### src/rtl/div_if.sv
// Handshake bundle between the EX stage and the multi-cycle divider.
// With DIV_ZERO_FLAG_EN defined, the bundle also carries the divide-by-zero flag div_zero_o.
interface div_if;
  logic        signed_div_i;
  logic [31:0] opdata1_i;
  logic [31:0] opdata2_i;
  logic        start_i;
  logic        annul_i;
  logic [63:0] result_o;
  logic        ready_o;
  logic        stallreq_o;
`ifdef DIV_ZERO_FLAG_EN
  logic        div_zero_o;
`endif

  modport master (
    output signed_div_i, opdata1_i, opdata2_i, start_i, annul_i,
`ifdef DIV_ZERO_FLAG_EN
    input  div_zero_o,
`endif
    input  result_o, ready_o, stallreq_o
  );

  modport slave (
    input  signed_div_i, opdata1_i, opdata2_i, start_i, annul_i,
`ifdef DIV_ZERO_FLAG_EN
    output div_zero_o,
`endif
    output result_o, ready_o, stallreq_o
  );
endinterface

### src/rtl/div_unit.sv
// Radix-2 restoring 32-bit divider (DIV/DIVU), one quotient bit per clock, result {rem, quo}.
// Optional macro DIV_ZERO_FLAG_EN adds div_zero_o, raised with ready_o for a zero divisor.
module div_unit #(
  parameter int unsigned DATA_W = 32,
  parameter int unsigned CNT_W  = 6
) (
  input  logic  clk,
  input  logic  rst,
  div_if.slave  bus
);

  typedef enum logic [1:0] {S_FREE, S_BYZERO, S_ON, S_END} state_e;

  state_e              state_q, state_d;
  logic [2*DATA_W:0]   work_q, work_d;
  logic [CNT_W-1:0]    cnt_q, cnt_d;
  logic [DATA_W-1:0]   divisor_q, divisor_d;
  logic                neg_quo_q, neg_quo_d;
  logic                neg_rem_q, neg_rem_d;
  logic [2*DATA_W-1:0] result_q, result_d;
  logic                ready_q, ready_d;
`ifdef DIV_ZERO_FLAG_EN
  logic                dz_q, dz_d;
`endif

  logic [DATA_W:0]     diff;
  logic [DATA_W-1:0]   abs_dvd, abs_dvs, quo, rem;

  always_comb begin
    state_d   = state_q;
    work_d    = work_q;
    cnt_d     = cnt_q;
    divisor_d = divisor_q;
    neg_quo_d = neg_quo_q;
    neg_rem_d = neg_rem_q;
    result_d  = result_q;
    ready_d   = ready_q;
`ifdef DIV_ZERO_FLAG_EN
    dz_d      = dz_q;
`endif
    // Trial subtraction of the divisor from the upper half of the partial remainder.
    diff    = {1'b0, work_q[2*DATA_W-1:DATA_W]} - {1'b0, divisor_q};
    abs_dvd = (bus.signed_div_i && bus.opdata1_i[DATA_W-1]) ? -bus.opdata1_i : bus.opdata1_i;
    abs_dvs = (bus.signed_div_i && bus.opdata2_i[DATA_W-1]) ? -bus.opdata2_i : bus.opdata2_i;
    quo     = neg_quo_q ? -work_q[DATA_W-1:0] : work_q[DATA_W-1:0];
    rem     = neg_rem_q ? -work_q[2*DATA_W:DATA_W+1] : work_q[2*DATA_W:DATA_W+1];

    unique case (state_q)
      S_FREE: begin
        if (bus.start_i && !bus.annul_i) begin
          if (bus.opdata2_i == '0) begin
            state_d = S_BYZERO;
          end else begin
            state_d   = S_ON;
            divisor_d = abs_dvs;
            work_d    = {DATA_W'(0), abs_dvd, 1'b0};
            cnt_d     = '0;
            neg_quo_d = bus.signed_div_i && (bus.opdata1_i[DATA_W-1] ^ bus.opdata2_i[DATA_W-1]);
            neg_rem_d = bus.signed_div_i && bus.opdata1_i[DATA_W-1];
          end
        end
      end
      S_BYZERO: begin
        state_d  = S_END;
        result_d = '0;
        ready_d  = 1'b1;
`ifdef DIV_ZERO_FLAG_EN
        dz_d     = 1'b1;
`endif
      end
      S_ON: begin
        if (bus.annul_i) begin
          state_d = S_FREE;
        end else if (cnt_q != CNT_W'(DATA_W)) begin
          work_d = diff[DATA_W] ? {work_q[2*DATA_W-1:0], 1'b0}
                                : {diff[DATA_W-1:0], work_q[DATA_W-1:0], 1'b1};
          cnt_d  = cnt_q + CNT_W'(1);
        end else begin
          state_d  = S_END;
          result_d = {rem, quo};
          ready_d  = 1'b1;
        end
      end
      S_END: begin
        if (!bus.start_i) begin
          state_d  = S_FREE;
          result_d = '0;
          ready_d  = 1'b0;
`ifdef DIV_ZERO_FLAG_EN
          dz_d     = 1'b0;
`endif
        end
      end
      default: state_d = S_FREE;
    endcase
  end

  always_ff @(posedge clk) begin
    if (rst) begin
      state_q   <= S_FREE;
      work_q    <= '0;
      cnt_q     <= '0;
      divisor_q <= '0;
      neg_quo_q <= 1'b0;
      neg_rem_q <= 1'b0;
      result_q  <= '0;
      ready_q   <= 1'b0;
`ifdef DIV_ZERO_FLAG_EN
      dz_q      <= 1'b0;
`endif
    end else begin
      state_q   <= state_d;
      work_q    <= work_d;
      cnt_q     <= cnt_d;
      divisor_q <= divisor_d;
      neg_quo_q <= neg_quo_d;
      neg_rem_q <= neg_rem_d;
      result_q  <= result_d;
      ready_q   <= ready_d;
`ifdef DIV_ZERO_FLAG_EN
      dz_q      <= dz_d;
`endif
    end
  end

  assign bus.result_o   = result_q;
  assign bus.ready_o    = ready_q;
  assign bus.stallreq_o = bus.start_i & ~ready_q;
`ifdef DIV_ZERO_FLAG_EN
  assign bus.div_zero_o = dz_q;
`endif

endmodule

### src/flat_wrapper.sv
// flat-port wrapper written by rule: the top's interface ports become plain ports
module div_unit_flat 
#(
  parameter int unsigned DATA_W = 32,
  parameter int unsigned CNT_W  = 6
)
  (clk, rst, bus_signed_div_i, bus_opdata1_i, bus_opdata2_i, bus_start_i, bus_annul_i, bus_result_o, bus_ready_o, bus_stallreq_o);
  div_if bus_i ();
  input  logic clk;
  input  logic rst;
  input wire logic [$bits(bus_i.signed_div_i)-1:0] bus_signed_div_i;
  input wire logic [$bits(bus_i.opdata1_i)-1:0] bus_opdata1_i;
  input wire logic [$bits(bus_i.opdata2_i)-1:0] bus_opdata2_i;
  input wire logic [$bits(bus_i.start_i)-1:0] bus_start_i;
  input wire logic [$bits(bus_i.annul_i)-1:0] bus_annul_i;
  output wire logic [$bits(bus_i.result_o)-1:0] bus_result_o;
  output wire logic [$bits(bus_i.ready_o)-1:0] bus_ready_o;
  output wire logic [$bits(bus_i.stallreq_o)-1:0] bus_stallreq_o;
  assign bus_i.signed_div_i = bus_signed_div_i;
  assign bus_i.opdata1_i = bus_opdata1_i;
  assign bus_i.opdata2_i = bus_opdata2_i;
  assign bus_i.start_i = bus_start_i;
  assign bus_i.annul_i = bus_annul_i;
  assign bus_result_o = bus_i.result_o;
  assign bus_ready_o = bus_i.ready_o;
  assign bus_stallreq_o = bus_i.stallreq_o;
  div_unit #(.DATA_W(DATA_W), .CNT_W(CNT_W)) u_core (.clk(clk), .rst(rst), .bus(bus_i));
endmodule
### config.mk
export PLATFORM = sky130hd
export DESIGN_NAME = div_unit_flat
export DESIGN_NICKNAME = d
export VERILOG_FILES = /design/src/rtl/div_if.sv /design/src/rtl/div_unit.sv /design/src/flat_wrapper.sv
export SDC_FILE = /design/constraint.sdc
export NUM_CORES = 1
export LEC_CHECK = 0
export BUFFER_PORTS_ARGS = -buffer_cell sky130_fd_sc_hd__buf_2
export CORE_MARGIN = 4
export CORE_UTILIZATION = 50
export DETAILED_ROUTE_END_ITERATION = 8
export PLACE_DENSITY = 0.8
export SETUP_SLACK_MARGIN = 0.1
export SYNTH_ARGS = -nofsm -noshare
export SYNTH_HDL_FRONTEND = slang
export SYNTH_SLANG_ARGS = --single-unit
### constraint.sdc
create_clock -name clk -period 4.1 [get_ports clk]
set_clock_uncertainty 0.05 [all_clocks]
set_input_delay 0 -clock clk [delete_from_list [all_inputs] [get_ports clk]]
set_output_delay 0 -clock clk [all_outputs]
set_load 0.01 [all_outputs]
# ---- Yosys cells after proc, flatten, opt, wreduce, memory -nomap -nowiden
# Index checks and enable logic that the tools add are counted.
dict set report totals {
  reg_bits 172
  output_inout_bits 66
  word_cells 71
}
dict set report op_classes {
  add_sub_neg 6
  n_eq_ne 11
  mux 29
  bitwise_logic 4
  reduce_logical 13
}
# operator n
set ops {}
lappend ops {{$mux 65} 5}
lappend ops {{$mux 64} 3}
lappend ops {{$pmux 64 s3} 1}
lappend ops {{$pmux 65 s2} 1}
lappend ops {{$mux 32} 4}
lappend ops {{$neg 32->32} 4}
lappend ops {{$sub 32x32->33} 1}
lappend ops {{$logic_not 32->1} 1}
lappend ops {{$mux 6} 4}
lappend ops {{$pmux 6 s2} 1}
lappend ops {{$mux 2} 5}
lappend ops {{$ne 2x2->1 const B} 4}
lappend ops {{$pmux 2 s4} 1}
lappend ops {{$add 6x1->6 const B} 1}
lappend ops {{$ne 6x6->1 const B} 1}
lappend ops {{$reduce_and 3->1} 2}
lappend ops {{$reduce_and 5->1} 1}
lappend ops {{$eq 2x2->1 const B} 2}
lappend ops {{$logic_and 1x1->1} 4}
lappend ops {{$ne 2x1->1 const B} 2}
lappend ops {{$reduce_and 4->1} 1}
lappend ops {{$mux 1} 3}
lappend ops {{$ne 3x3->1 const B} 1}
lappend ops {{$pmux 1 s3} 1}
lappend ops {{other kinds (8)} 9}

# ---- Longest topological paths before layout
dict set report logic_depth {
  depth_word 5
  ltp_mapped 14
  ltp_nobuf 12
}

# ---- Least setup slack after synthesis
# Ideal clock, no wire load.
dict set report synth_path {
  path_type {register -> register}
  startpoint {register u_core.work_q[39]}
  endpoint {register u_core.result_q[58] (netlist: u_core.bus.result_o[58])}
  arrival_time_ps 2889
  required_time_ps 3925
  path_slack_ps 1036
  path_stages_with_launch 10
  period_less_slack_ps 3064
  cell_sequence {dfxtp_1 -> buf_6 -> nor4_2 -> or3b_1 -> or4_4 -> or4_4 -> or3_4 -> o41ai_4 -> xor2_1 -> o21ai_1}
}
dict set report synth_between {
  elab_chain_len 5
}
# element line_no
set synth_lines {}
lappend synth_lines {{from (decl)} div_unit.sv:15} ;# logic [2*DATA_W:0] work_q, work_d;
lappend synth_lines {{from (signal assigned)} div_unit.sv:113} ;# work_q <= work_d;
lappend synth_lines {{$neg 32->32} div_unit.sv:46} ;# rem = neg_rem_q ? -work_q[2*DATA_W:DATA_W+1] : work_q[2*DATA_W:DATA_W+1];
lappend synth_lines {{$mux 32} div_unit.sv:46}
lappend synth_lines {{$mux 64} div_unit.sv:74} ;# end else if (cnt_q != CNT_W'(DATA_W)) begin
lappend synth_lines {{$mux 64} div_unit.sv:72} ;# if (bus.annul_i) begin
lappend synth_lines {{$pmux 64 s3} div_unit.sv:48} ;# unique case (state_q)
lappend synth_lines {{to (signal assigned)} div_unit.sv:118} ;# result_q <= result_d;
lappend synth_lines {{to (decl)} div_unit.sv:20} ;# logic [2*DATA_W-1:0] result_q, result_d;
# Every way passes these cells. The select of a mux whose other input is x is not followed.
# A chain may end at the register's enable or synchronous reset.

# ---- Final worst setup path
dict set report layout_path {
  startpoint {input port bus_opdata2_i[8]}
  endpoint {register u_core.cnt_q[5]}
}
dict set report layout_between {
  elab_chain_len 3
}
# element line_no
set layout_lines {}
lappend layout_lines {{from (decl)} flat_wrapper.sv:13} ;# input wire logic [$bits(bus_i.opdata2_i)-1:0] bus_opdata2_i;
lappend layout_lines {{$logic_not 32->1} div_unit.sv:51} ;# if (bus.opdata2_i == '0) begin
lappend layout_lines {{$ne 2x2->1 (no source line)} n/a}
lappend layout_lines {{$reduce_and 5->1 (no source line)} n/a}
lappend layout_lines {{to (signal assigned)} div_unit.sv:114} ;# cnt_q <= cnt_d;
lappend layout_lines {{to (decl)} div_unit.sv:16} ;# logic [CNT_W-1:0] cnt_q, cnt_d;
# Every way passes these cells.

==> impl_metrics.toml <==
[cts]
cts_tree = "built"
clk_path_buf_depth = 2
post-cts-setup-buffers = 0
clock-sinks = 172
cts_resized = 0
ctsRootBufferMaster = "clkbuf_16"
clk_pin_slew_worst_paths_ps = 70
ctsHtreeMaxLevel = 4
cts_made_buffers = 17
clock_latency_ps = 430

[critical_path]
slowest_stage = "or4_1"
crit_top_cell = "or4_1"
critical_path_depth = 12
end_kind = "register"
required_ps = 4340
worstPathArrival_ps = 3800
r2r_setup_slack_ps = 720
worstReg2RegEnd = "u_core.work_q[63]$_SDFFE_PP0P_"
setup.worst_path.start_class = "input port"
critical_path_class = "input port to register"
crit_chain = "dlygate4sd3_1 > buf_2 > or4_1 > or3_1 > or4_1 > nor3_2 > or4_2 > buf_4 > nor2_1 > nand3_1 > xor2_1 > nor3_1"
reg2reg_from = "u_core.work_q[32]$_SDFFE_PP0P_"
reg2regPathDepth = 12
cp_num_buf_inv = 3
cp_top_family = "simple AND/OR/NAND/NOR gates"
cp_max_fo = 65
max_stage_delay_ps = 550

[die]
chipWidth_um = 154
rows = 53
die-area_um2 = 23800
start_util_pct = 51.0
pin_count = 135
core_area_um2 = 21000
die_h_um = 154

[routing]
routed_wl_um = 29000
ant_nets = 0
post_drt_via_cell_ratio = 5.74
num_vias = 10300
drc = 0
dr.pass1.iters = 5
routedWlPerCell_um = 16.1
dr.first_iter.drc_count = 891

[pwr]
comb_power_share_pct = 16.4
p_int_mw = 2.87
sw_frac_of_total_pct = 28.5
fin_total_pwr_mw = 4.01
clockPowerShare_pct = 39.5
seqPwrFrac_pct = 44.1
leakagePower_nw = 5.17
switchingPower_mw = 1.14
max-vdd-ir-drop_uv = 266
p_per_area_nw_per_um2 = 320

[sta]
finalHoldViolations = 0
drv_slew = 0
timing.final.ws_setup_ps = 540
slew_headroom_pct = 22.4
grt_setup_unrepaired = "false"
fmax_mhz = 281
tns_ps = 0
tightest_slew_ps = 1160
min_period_over_period_pct = 86.8
min_period_ps = 3560
setup_viol = 0

[finish]
syn_to_final_growth_pct = 17.1
fill_cells = 1883
nets = 1619
layout-drive-gt1-share_pct = 13.3
fin_area_um2 = 12600

[run]
maxCapViolations = 0

[place]
place_area_um2 = 11500
gp_congestion = 0.916
dp_hpwl_um = 21200
place_ws_ps = 673
io_buffers = 134

[logic_synthesis]
synth_top_family_by_area = "compound AO/OA/AOI/OAI gates"
postSynthCellCount = 1382
ys.warnings.count = 0
synth_fa_ha_area_share_pct = 4.74
async_flop_share_pct = 0
synth_xor_area_share_pct = 11.9
yosys.cell_types.count = 67
synth_enable_flop_cells = 0
synthFlopType = "dfxtp_1"
synth-simple-area-share_pct = 20.0
syn_avg_cell_area_um2 = 7.75
ys_seq_area_share_pct = 32.1
muxShareOfSynthArea_pct = 0.934
syn_area_um2 = 10700
syn-num-nets = 1491
ys_ff_latch = 172
synth_compound_area_share_pct = 25.3

[worst_hold_path]
min_path_cells = 2
holdPathEnd = "u_core.bus.result_o[15]$_SDFFE_PP0P_"
min_path_type = "input port to register"
holdCritStartpoint = "rst"

[global_routing]
grt_overflow_total = 0
grt_max_degree = 78
grt_first_pass_wirelength_um = 46900
track_usage_pct = 23.6
antenna_found_initial = 1
grt_pass1_vias = 9441

[run_status]
outcome = "complete, no violations"
-- timing repair --
action | in CTS | in global routing
endpoints found under the hold margin | 42 | 0
endpoints found under the setup margin | 0 | 0
hold buffers | 43 | 0
-- power groups by stage --
stage / Combinational, mW / Sequential, mW / Clock [mW]
finish: 0.658 / 1.77 / 1.59
global route: 0.734 / 1.77 / 1.67
CTS: 0.652 / 1.77 / 1.60
detailed placement: 0.615 / 1.80 / 0
global placement: 0.606 / 1.80 / 0
floorplan: 0.453 / 1.78 / 0
-- cell usage after synthesis, drive strengths merged, types with 10 or more instances --
cell | instances | area, µm²
a22oi | 30 | 225
nand3 | 17 | 85.1
nand2 | 117 | 442
nor2b | 12 | 75.1
o31ai | 28 | 210
mux2i | 10 | 100
ha | 39 | 488
dfxtp | 172 | 3440
a21oi | 113 | 566
a22o | 13 | 114
inv | 49 | 184
buf | 22 | 121
or3 | 10 | 67.6
o21ai | 100 | 508
xor2 | 72 | 631
clkbuf | 61 | 229
a32oi | 10 | 87.6
a211oi | 60 | 450
nor3 | 40 | 210
o41ai | 16 | 166
nand2b | 17 | 114
xnor2 | 73 | 639
nor2 | 192 | 721
nor4 | 13 | 87.6
a21o | 15 | 113
or4 | 17 | 135
-- flip-flops by register name, summed over array words and instances (netlist names) --
name,flops
u_core.bus.ready_o,1
u_core.state_q,2
u_core.work_q,65
u_core.divisor_q,32
u_core.neg_quo_q,1
u_core.neg_rem_q,1
u_core.bus.result_o,64
u_core.cnt_q,6
-- kinds of logic (layout without fill, tap and decap cells) --
group / after synthesis / after routing
DFF: 172 / 172
xor gates and xnor gates: 145 / 145
AOI/OAI and AO/OA: 419 / 419
and+or+nand+nor: 464 / 464
buffers and inverters: 132 / 272
other: 0 / 1
muxes: 10 / 10
adders and majority gates: 40 / 40
-- final cells by class --
cell class / instances / area [µm²] / share of cell area (%)
diodes: 1 / 2.50 / 0.0199
clock buffers: 19 / 453 / 3.61
repair buffers: 192 / 1230 / 9.79
clock inverters: 12 / 123 / 0.977
inverters: 49 / 184 / 1.47
well taps: 275 / 344 / 2.74
multi-input cells: 1078 / 6770 / 54.0
flip-flops and latches: 172 / 3440 / 27.4
-- worst reg2reg max path, delay by kind of cell (launching register included) --
kind / cells / cell delay (ps)
and+or+nand+nor: 3 / 390
buffers and inverters: 1 / 80
adders and majority gates: 2 / 590
muxes: 1 / 250
DFF: 1 / 370
AOI/OAI and AO/OA: 5 / 1540
-- stage by stage --
step	cells	hold slack (ps)	util (%)
after floorplan	1382	86.0	-
after global placement	1723	243	54.9
after detailed placement	1723	243	54.9
after CTS	1797	22.6	59.7
after global routing	1798	42.2	59.7
final	1798	23.5	59.7
-- placed cells by master (no fill, tap or decap), drive strengths merged, types with 43 or more instances in the layout --
cell and instances:
a211oi 60, a21oi 113, buf 149, dfxtp 172, dlygate4sd3 43, inv 57
nand2 117, nor2 192, o21ai 100, xnor2 73, xor2 72
-- layer usage --
| metal | up-vias | track usage [%] | share of wire, % |
|---|---|---|---|
| li1 | 5176 | - | - |
| met1 | 4768 | 33.3 | 47 |
| met2 | 327 | 37.5 | 45 |
| met3 | 51 | 3.33 | 5.9 |
| met4 | 0 | 7.19 | 2.3 |
| met5 | - | 0 | 0 |
-- how the worst max path moves through the flow --
stage | slack, ps | to | from
final | 540 | u_core.cnt_q[5]$_SDFFE_PP0P_ | bus_opdata2_i[8]
after global routing | 290 | u_core.cnt_q[5]$_SDFFE_PP0P_ | bus_opdata2_i[8]
after global placement | 730 | u_core.cnt_q[5]$_SDFFE_PP0P_ | bus_opdata2_i[8]
after floorplan | 1040 | u_core.bus.result_o[58]$_SDFFE_PP0P_ | u_core.work_q[39]$_SDFFE_PP0P_
after CTS | 560 | u_core.cnt_q[5]$_SDFFE_PP0P_ | bus_opdata2_i[8]
after detailed placement | 670 | u_core.cnt_q[5]$_SDFFE_PP0P_ | bus_opdata2_i[8]
Note: power is estimated with default switching activity, not from simulation.
